$ cat config.mk
export PLATFORM = sky130hd
export DESIGN_NAME = uart_rx_fifo
export DESIGN_NICKNAME = d
export VERILOG_FILES = /design/src/rtl/uart_rx_fifo.sv
export SDC_FILE = /design/constraint.sdc
export NUM_CORES = 1
export LEC_CHECK = 0
export BUFFER_PORTS_ARGS = -buffer_cell sky130_fd_sc_hd__buf_4
export CORE_MARGIN = 8
export CORE_UTILIZATION = 60
export CTS_BUF_LIST = sky130_fd_sc_hd__clkbuf_16
export DETAILED_ROUTE_END_ITERATION = 10
export HOLD_SLACK_MARGIN = 0.06
export PLACE_DENSITY = 0.77
export SLEW_MARGIN = 20
export SYNTH_ARGS = -nofsm -noshare
export SYNTH_HDL_FRONTEND = slang
export SYNTH_SLANG_ARGS = --single-unit
$ cat constraint.sdc
create_clock -name m_clock -period 8.3 [get_ports m_clock]
set_clock_uncertainty 0.1 [all_clocks]
set_input_delay 0.83 -clock m_clock [delete_from_list [all_inputs] [get_ports m_clock]]
set_output_delay 0.83 -clock m_clock [all_outputs]
set_load 0.01 [all_outputs]
$ cat src/rtl/uart_rx_fifo.sv
// rtl/uart_rx_fifo.sv - UART receiver with sticky error flags feeding a first-word-fall-through FIFO
//
// Ports:
//   m_clock    : single clock, rising edge
//   p_reset    : synchronous active-high reset
//   rxd        : asynchronous serial input, idle high
//   port_read  : pop the FIFO head (ignored when empty)
//   err_clr    : clear overrun/parity_err/frame_err (a same-cycle set wins)
//   data       : FIFO head, zero-extended above DATA_BITS, 0 when empty
//   rxready    : FIFO non-empty
//   done       : one-cycle pulse when a good character enters the FIFO
//   count      : FIFO occupancy
//   overrun    : sticky, good character dropped on a full FIFO
//   parity_err : sticky parity error
//   frame_err  : sticky framing error
module uart_rx_fifo #(
    parameter int CLKS_PER_BIT = 16,
    parameter int DATA_BITS    = 8,
    parameter int PARITY       = 0,
    parameter int STOP_BITS    = 1,
    parameter int FIFO_DEPTH   = 16,
    localparam int AW          = $clog2(FIFO_DEPTH)
) (
    input  logic          m_clock,
    input  logic          p_reset,
    input  logic          rxd,
    input  logic          port_read,
    input  logic          err_clr,
    output logic [7:0]    data,
    output logic          rxready,
    output logic          done,
    output logic [AW:0]   count,
    output logic          overrun,
    output logic          parity_err,
    output logic          frame_err
);

    typedef enum logic [2:0] {S_IDLE, S_START, S_DATA, S_PAR, S_STOP, S_WAITHI} state_t;

    localparam logic [15:0] HALF_BIT  = 16'(CLKS_PER_BIT / 2);
    localparam logic [15:0] FULL_BIT  = 16'(CLKS_PER_BIT);
    localparam logic [2:0]  LAST_DATA = 3'(DATA_BITS - 1);
    localparam logic [2:0]  LAST_STOP = 3'(STOP_BITS - 1);
    localparam logic        ODD_PAR   = (PARITY == 2);

    state_t        state_q, state_d;
    logic          sync1_q, sync1_d, sync2_q, sync2_d, prev_q, prev_d;
    logic [15:0]   cnt_q, cnt_d;
    logic [2:0]    bit_q, bit_d;
    logic [7:0]    shift_q, shift_d;
    logic          par_bad_q, par_bad_d, frm_bad_q, frm_bad_d;
    logic [AW:0]   wr_ptr_q, wr_ptr_d, rd_ptr_q, rd_ptr_d;
    logic          overrun_q, overrun_d, perr_q, perr_d, ferr_q, ferr_d;
    logic [7:0]    mem_q [FIFO_DEPTH];

    logic          tick, char_end, bad_frm, good, pop, push, drop, full;

    // Counter expires when it reaches 1, so a HALF_BIT load lands the first
    // sample near mid start-bit and FULL_BIT reloads space samples one bit apart.
    assign tick = (cnt_q <= 16'd1);

    always_comb begin
        state_d   = state_q;
        cnt_d     = cnt_q;
        bit_d     = bit_q;
        shift_d   = shift_q;
        par_bad_d = par_bad_q;
        frm_bad_d = frm_bad_q;
        char_end  = 1'b0;
        case (state_q)
            S_IDLE: begin
                if (prev_q && !sync2_q) begin
                    state_d = S_START;
                    cnt_d   = HALF_BIT;
                end
            end
            S_START: begin
                if (!tick) begin
                    cnt_d = cnt_q - 16'd1;
                end else if (sync2_q) begin
                    state_d = S_IDLE;   // line went back high: glitch
                end else begin
                    state_d   = S_DATA;
                    cnt_d     = FULL_BIT;
                    bit_d     = 3'd0;
                    shift_d   = 8'd0;
                    par_bad_d = 1'b0;
                    frm_bad_d = 1'b0;
                end
            end
            S_DATA: begin
                if (!tick) begin
                    cnt_d = cnt_q - 16'd1;
                end else begin
                    cnt_d          = FULL_BIT;
                    shift_d[bit_q] = sync2_q;
                    if (bit_q == LAST_DATA) begin
                        bit_d   = 3'd0;
                        state_d = (PARITY != 0) ? S_PAR : S_STOP;
                    end else begin
                        bit_d = bit_q + 3'd1;
                    end
                end
            end
            S_PAR: begin
                if (!tick) begin
                    cnt_d = cnt_q - 16'd1;
                end else begin
                    cnt_d     = FULL_BIT;
                    par_bad_d = (^shift_q) ^ sync2_q ^ ODD_PAR;
                    state_d   = S_STOP;
                end
            end
            S_STOP: begin
                if (!tick) begin
                    cnt_d = cnt_q - 16'd1;
                end else begin
                    cnt_d = FULL_BIT;
                    if (!sync2_q) begin
                        frm_bad_d = 1'b1;
                    end
                    if (bit_q == LAST_STOP) begin
                        char_end = 1'b1;
                        state_d  = (frm_bad_q || !sync2_q) ? S_WAITHI : S_IDLE;
                    end else begin
                        bit_d = bit_q + 3'd1;
                    end
                end
            end
            S_WAITHI: begin
                if (sync2_q) begin
                    state_d = S_IDLE;
                end
            end
            default: state_d = S_IDLE;
        endcase
    end

    // The last stop sample is folded in directly so the push happens in
    // the same cycle that sample is taken.
    assign bad_frm = frm_bad_q || !sync2_q;
    assign good    = char_end && !par_bad_q && !bad_frm;
    assign full    = count[AW];
    assign pop     = port_read && rxready;
    assign push    = good && (!full || pop);
    assign drop    = good && full && !pop;

    always_comb begin
        sync1_d   = rxd;
        sync2_d   = sync1_q;
        prev_d    = sync2_q;
        wr_ptr_d  = wr_ptr_q + (AW+1)'(push);
        rd_ptr_d  = rd_ptr_q + (AW+1)'(pop);
        overrun_d = drop || (overrun_q && !err_clr);
        perr_d    = (char_end && par_bad_q) || (perr_q && !err_clr);
        ferr_d    = (char_end && bad_frm) || (ferr_q && !err_clr);
    end

    always_ff @(posedge m_clock) begin
        if (p_reset) begin
            state_q   <= S_IDLE;
            sync1_q   <= 1'b1;
            sync2_q   <= 1'b1;
            prev_q    <= 1'b1;
            cnt_q     <= 16'd0;
            bit_q     <= 3'd0;
            shift_q   <= 8'd0;
            par_bad_q <= 1'b0;
            frm_bad_q <= 1'b0;
            wr_ptr_q  <= '0;
            rd_ptr_q  <= '0;
            overrun_q <= 1'b0;
            perr_q    <= 1'b0;
            ferr_q    <= 1'b0;
        end else begin
            state_q   <= state_d;
            sync1_q   <= sync1_d;
            sync2_q   <= sync2_d;
            prev_q    <= prev_d;
            cnt_q     <= cnt_d;
            bit_q     <= bit_d;
            shift_q   <= shift_d;
            par_bad_q <= par_bad_d;
            frm_bad_q <= frm_bad_d;
            wr_ptr_q  <= wr_ptr_d;
            rd_ptr_q  <= rd_ptr_d;
            overrun_q <= overrun_d;
            perr_q    <= perr_d;
            ferr_q    <= ferr_d;
        end
    end

    always_ff @(posedge m_clock) begin
        if (push && !p_reset) begin
            mem_q[wr_ptr_q[AW-1:0]] <= shift_q;
        end
    end

    assign count      = wr_ptr_q - rd_ptr_q;
    assign rxready    = (count != '0);
    assign data       = rxready ? mem_q[rd_ptr_q[AW-1:0]] : 8'd0;
    assign done       = push && !p_reset;
    assign overrun    = overrun_q;
    assign parity_err = perr_q;
    assign frame_err  = ferr_q;

endmodule

Word-level counts from Yosys, hierarchy flattened
Memories as Yosys holds them, arrays and structs flattened. A register that Yosys moved wholly into a read port is not among the register bits.
Cells that the tools add are included.
{"block": "totals", "reg_bits": 48, "ram_bits": 128, "in_bits": 5, "wordCells": 128, "n_memories": 1}
{"block": "op_classes", "add_sub_neg": 5, "magnitude_cmp": 3, "eq_ne": 18, "n_mux": 44, "bitwise_logic": 1, "n_reduce_logical": 42}
{"memory": "mem_q", "depth": 16, "width": 8, "read_ports": 1, "rd_clocked_by_memory_dff": 1, "wr": 1, "line": "54", "text": "logic [7:0] mem_q [FIFO_DEPTH];"}
{"op": "16-bit 2-to-1 mux", "count": 4}
{"op": "16-bit one-hot mux with 3 select lines", "count": 1}
{"op": "3-bit 2-to-1 mux", "count": 15}
{"op": "8-bit 2-to-1 mux", "count": 4}
{"op": "2-bit inequality test (second input constant)", "count": 11}
{"op": "3-bit one-hot mux with 6 select lines", "count": 1}
{"op": "16-bit by 1-bit <= comparator with 1-bit output (second input constant)", "count": 1}
{"op": "8-bit one-hot mux with 2 select lines", "count": 1}
{"op": "16-bit by 1-bit subtractor with 16-bit output (second input constant)", "count": 1}
{"op": "1-bit logical AND", "count": 14}
{"op": "1-bit 2-to-1 mux", "count": 11}
{"op": "5-bit by 1-bit adder with 5-bit output", "count": 2}
{"op": "3-bit equality test (second input constant)", "count": 3}
{"op": "3-bit one-hot mux with 3 select lines", "count": 1}
{"op": "8-bit bitwise mux", "count": 1}
{"op": "4-bit AND reduction", "count": 2}
{"op": "8-bit AND reduction", "count": 1}
{"op": "8-bit XOR reduction", "count": 1}
{"op": "1-bit zero test", "count": 7}
{"op": "3-bit by 2-bit equality test with 1-bit output (second input constant)", "count": 2}
{"op": "3-bit zero test", "count": 2}
{"op": "6-bit AND reduction", "count": 1}
{"op": "2-bit nonzero test", "count": 3}
{"op": "3-bit nonzero test", "count": 2}
{"op": "16 further kinds", "count": 21}

Longest topological paths before layout
{"block": "logic_depth", "depth_word": 10, "mapped_depth": 15}

Worst setup path before layout
No wires, ideal clock.
{"block": "synth_path", "path_type": "flip-flop to output port", "from": "register rd_ptr_q[1]", "to": "output data[4]", "t_arrival_ns": 3.064, "required_time_ns": 7.370, "path_slack_ns": 4.306, "path_stages_with_launch": 10, "cell_sequence": "dfxtp_1 clkbuf_1 buf_1 inv_1 ha_1 nor2b_1 o21a_1 or3_1 a2111oi_2 a21boi_0"}
{"block": "synth_between", "elab_chain_len": 3}
{"element": "from (decl)", "line": "52", "text": "logic [AW:0] wr_ptr_q, wr_ptr_d, rd_ptr_q, rd_ptr_d;"}
{"element": "from (signal assigned)", "line": "186", "text": "rd_ptr_q <= rd_ptr_d;"}
{"element": "5-bit subtractor", "line": "199", "text": "assign count = wr_ptr_q - rd_ptr_q;"}
{"element": "5-bit nonzero test", "line": "200", "text": "assign rxready = (count != '0);"}
{"element": "8-bit 2-to-1 mux", "line": "201", "text": "assign data = rxready ? mem_q[rd_ptr_q[AW-1:0]] : 8'd0;"}
{"element": "to (decl)", "line": "29", "text": "output logic [7:0] data,"}
Every way passes these cells.

Worst setup path after layout
{"block": "layout_path", "from": "register rd_ptr_q[0]", "to": "output data[4]"}
The elaborated chain is that of the path after synthesis.

==> impl_metrics.toml <==
[global_route]
overflow = 0
grt_pass1_wl_um = 27100
grt_pass1_vias = 4988
antenna_found_initial = 0
grt_usage = 0.213
grt_max_degree = 47

[critical_path]
r2r_setup_slack_ps = 4510
critPathArrivalTime_ps = 3290
ff2ff_path_depth = 9
r2r-start = "rd_ptr_q[0]$_SDFF_PP0_"
crit_path_end_kind = "primary output"
worst_ep_required_time_ps = 7370
worstSetupPathType = "flop to primary output"
cp-start-kind = "flop"
worstPathMaxFanout = 46
r2r-end = "mem_q[3][5]$_DFFE_PP_"

[timing]
fmax_ghz = 0.237
finalCritPeriodShare = 0.509
rsz0062_at_grt = "no"
period_minus_slack_ps = 4220
relSlewSlack = 0.307
setup_violations = 0
hold_violations = 0
worstMarginPinSlew_ps = 1030
final-max-slew-violation-count = 0
tns_ps = 0

[clock_tree]
cts-root-buf = "clkbuf_16"
cts.sinks = 176
clock_path_buffers = 2
clk_pin_slew_ps = 60
clkLatencyLatePin_ps = 420
cts_resized = 0
tritoncts = "done"
cts_made_buffers = 17
htreeDepth = 4
ctsHoldBuffers = 0
cts_setup_buffers = 0

[synth]
syn_avg_cell_area_sq_um = 13.6
ys_warn_count = 0
syn_nets = 594
seq_area_frac_synth = 0.614
synth_seq_cells = 176
netlist.area_leader.share = 0.492
syn_inst = 575
synth_area_sq_um = 7820
yosysUniqueCellTypes = 64
synth.largest_area_cell = "edfxtp_1"
synth_top_flop_cell = "edfxtp_1"
synth_edf_count = 128
async_reset_ff_frac = 0
synth_area_leaders = "edfxtp_1 49%, dfxtp_1 12%, mux4_2 6.3%"

[power]
pwr-share-comb = 0.307
p_int_mw = 1.93
leakage_nw = 3.03
p_sw_frac = 0.314
pwr-share-clk = 0.329
p_per_area_nw_per_um2 = 318
seq_power_share = 0.364
p_sw_mw = 0.883
vdd_ir_drop_max_mv = 0.301

[routing]
drtPass1Iterations = 5
drt_iter0_drc = 481
drtAntennaViolNets = 0
via_per_inst = 6.36
num_vias = 4964
drcViolationCount = 0
wirelength_um = 16800
wl_per_cell_um = 21.5

[final_layout]
layout.nets = 615
drive_gt1_frac = 0.190
final_cell_mix = "128 x edfxtp_1, 47 x dfxtp_1, 38 x buf_4, 32 x nor2_1, 25 x mux2i_1"
instances_no_fill = 781
area_growth_pct = 13.2
multi_input_area_sq_um = 2780
fillers = 855
final_area_sq_um = 8850
diodes = 0
seq_area_sq_um = 4810
final_common_cell = "edfxtp_1"
fin_util = 0.699

[placed_design]
gp_congestion = 0.816
dpl.hpwl_um = 11000
portBuffers = 22
dpl-instance-area_sq_um = 8160
place_inst = 749

[floorplanning]
rows = 41
initial_core_util = 0.617
ioPinCount = 23
die_x_um = 130
core_area_sq_um = 12700
dieArea_sq_um = 16900
die_h_um = 130

[min_path]
whs_endpoint = "prev_d$_SDFF_PP1_"
min-delay-start = "sync1_q$_SDFF_PP1_"
min_path_cells = 1
min_path_type = "flop to flop"

[outcome]
outcome = "finished, final reports clean"

[flow_run]
drv_cap = 0
-- worst max path at each step --
stage               cells past startpoint                endpoint                    from
floorplan                               9                 data[4]  rd_ptr_q[1]$_SDFF_PP0_
global placement                        9                 data[6]  rd_ptr_q[0]$_SDFF_PP0_
detailed placement                      9  mem_q[10][0]$_DFFE_PP_  rd_ptr_q[0]$_SDFF_PP0_
CTS                                     9                 data[4]  rd_ptr_q[0]$_SDFF_PP0_
global route                            9                 data[4]  rd_ptr_q[0]$_SDFF_PP0_
finish                                  9                 data[4]  rd_ptr_q[0]$_SDFF_PP0_
-- per-layer routing --
layer | vias up | track usage | wire length, um
li1 | 2305 | - | -
met1 | 2472 | 0.252 | 6870
met2 | 160 | 0.365 | 8740
met3 | 27 | 0.0453 | 753
met4 | 0 | 0.0977 | 395
met5 | - | 0 | 0
-- synth_stat cells, drive strengths merged (2+ instances only) --
cell type / n
o311ai: 3
a22oi: 2
a21o: 7
xor2: 5
mux2: 2
nand2b: 6
o21ai: 19
or3b: 2
nand2: 16
o31ai: 10
nand4: 2
or4: 7
xnor2: 14
nor3b: 4
a31oi: 8
mux4: 22
mux2i: 25
or3: 18
o211ai: 10
o41ai: 5
o221a: 2
o21a: 2
ha: 13
nor2: 32
nor2b: 7
nor3: 8
a21boi: 4
or4b: 2
dfxtp: 48
o32ai: 2
clkbuf: 24
or2: 7
nor4: 17
nand3: 10
edfxtp: 128
a21oi: 23
o221ai: 18
buf: 12
inv: 19
-- worst max-delay path, stage by stage, from the launching register on --
cell	delay, ps
dfxtp_2	310
buf_4	630
ha_1	330
fa_1	220
nor2b_1	60
o21ai_0	240
a21boi_0	180
or2_2	470
a21boi_0	250
buf_4	160
-- final cells by class --
class,instances,area share
sequential,176,0.543
multi-input combinational,344,0.315
clock buffer,17,0.0481
timing repair buffer,38,0.0322
clock inverter,15,0.0298
tap,172,0.0243
inverter,19,0.00806
-- power groups by stage --
stage	clock [mW]	sequential (mW)	combinational [mW]
final	0.925	1.02	0.863
after global routing	0.967	1.03	0.947
after detailed placement	0	1.04	0.847
after floorplan	0	1.02	0.650
after global placement	0	1.03	0.824
after CTS	0.933	1.02	0.856
-- sequential cells by signal, indices dropped and copies added, names as in the netlist, 3 cells and up --
register and count:
mem_q 128, shift_q 8, bit_q 3, rd_ptr_q 5, cnt_q 16, wr_ptr_q 5, state_q 3
-- cell families after synthesis --
group,after synthesis,share of synthesized area
flip-flops,176,0.614
AND/OR/NAND/NOR,140,0.102
AO/OA/AOI/OAI,122,0.111
buffers and inverters,55,0.0296
multiplexers,49,0.0982
XOR/XNOR,19,0.0213
adder cells (fa/ha/maj),14,0.0234
-- stage by stage --
step / power, mW / setup slack (ps) / hold WS [ps]
2_1_floorplan: 1.67 / 4310 / 289
3_3_place_gp: 1.86 / 4660 / 316
3_5_place_dp: 1.89 / 4540 / 316
4_1_cts: 2.81 / 4030 / 330
5_1_grt: 2.94 / 3790 / 357
6_report: 2.81 / 4080 / 328
Power figures use the tool's default switching activity.
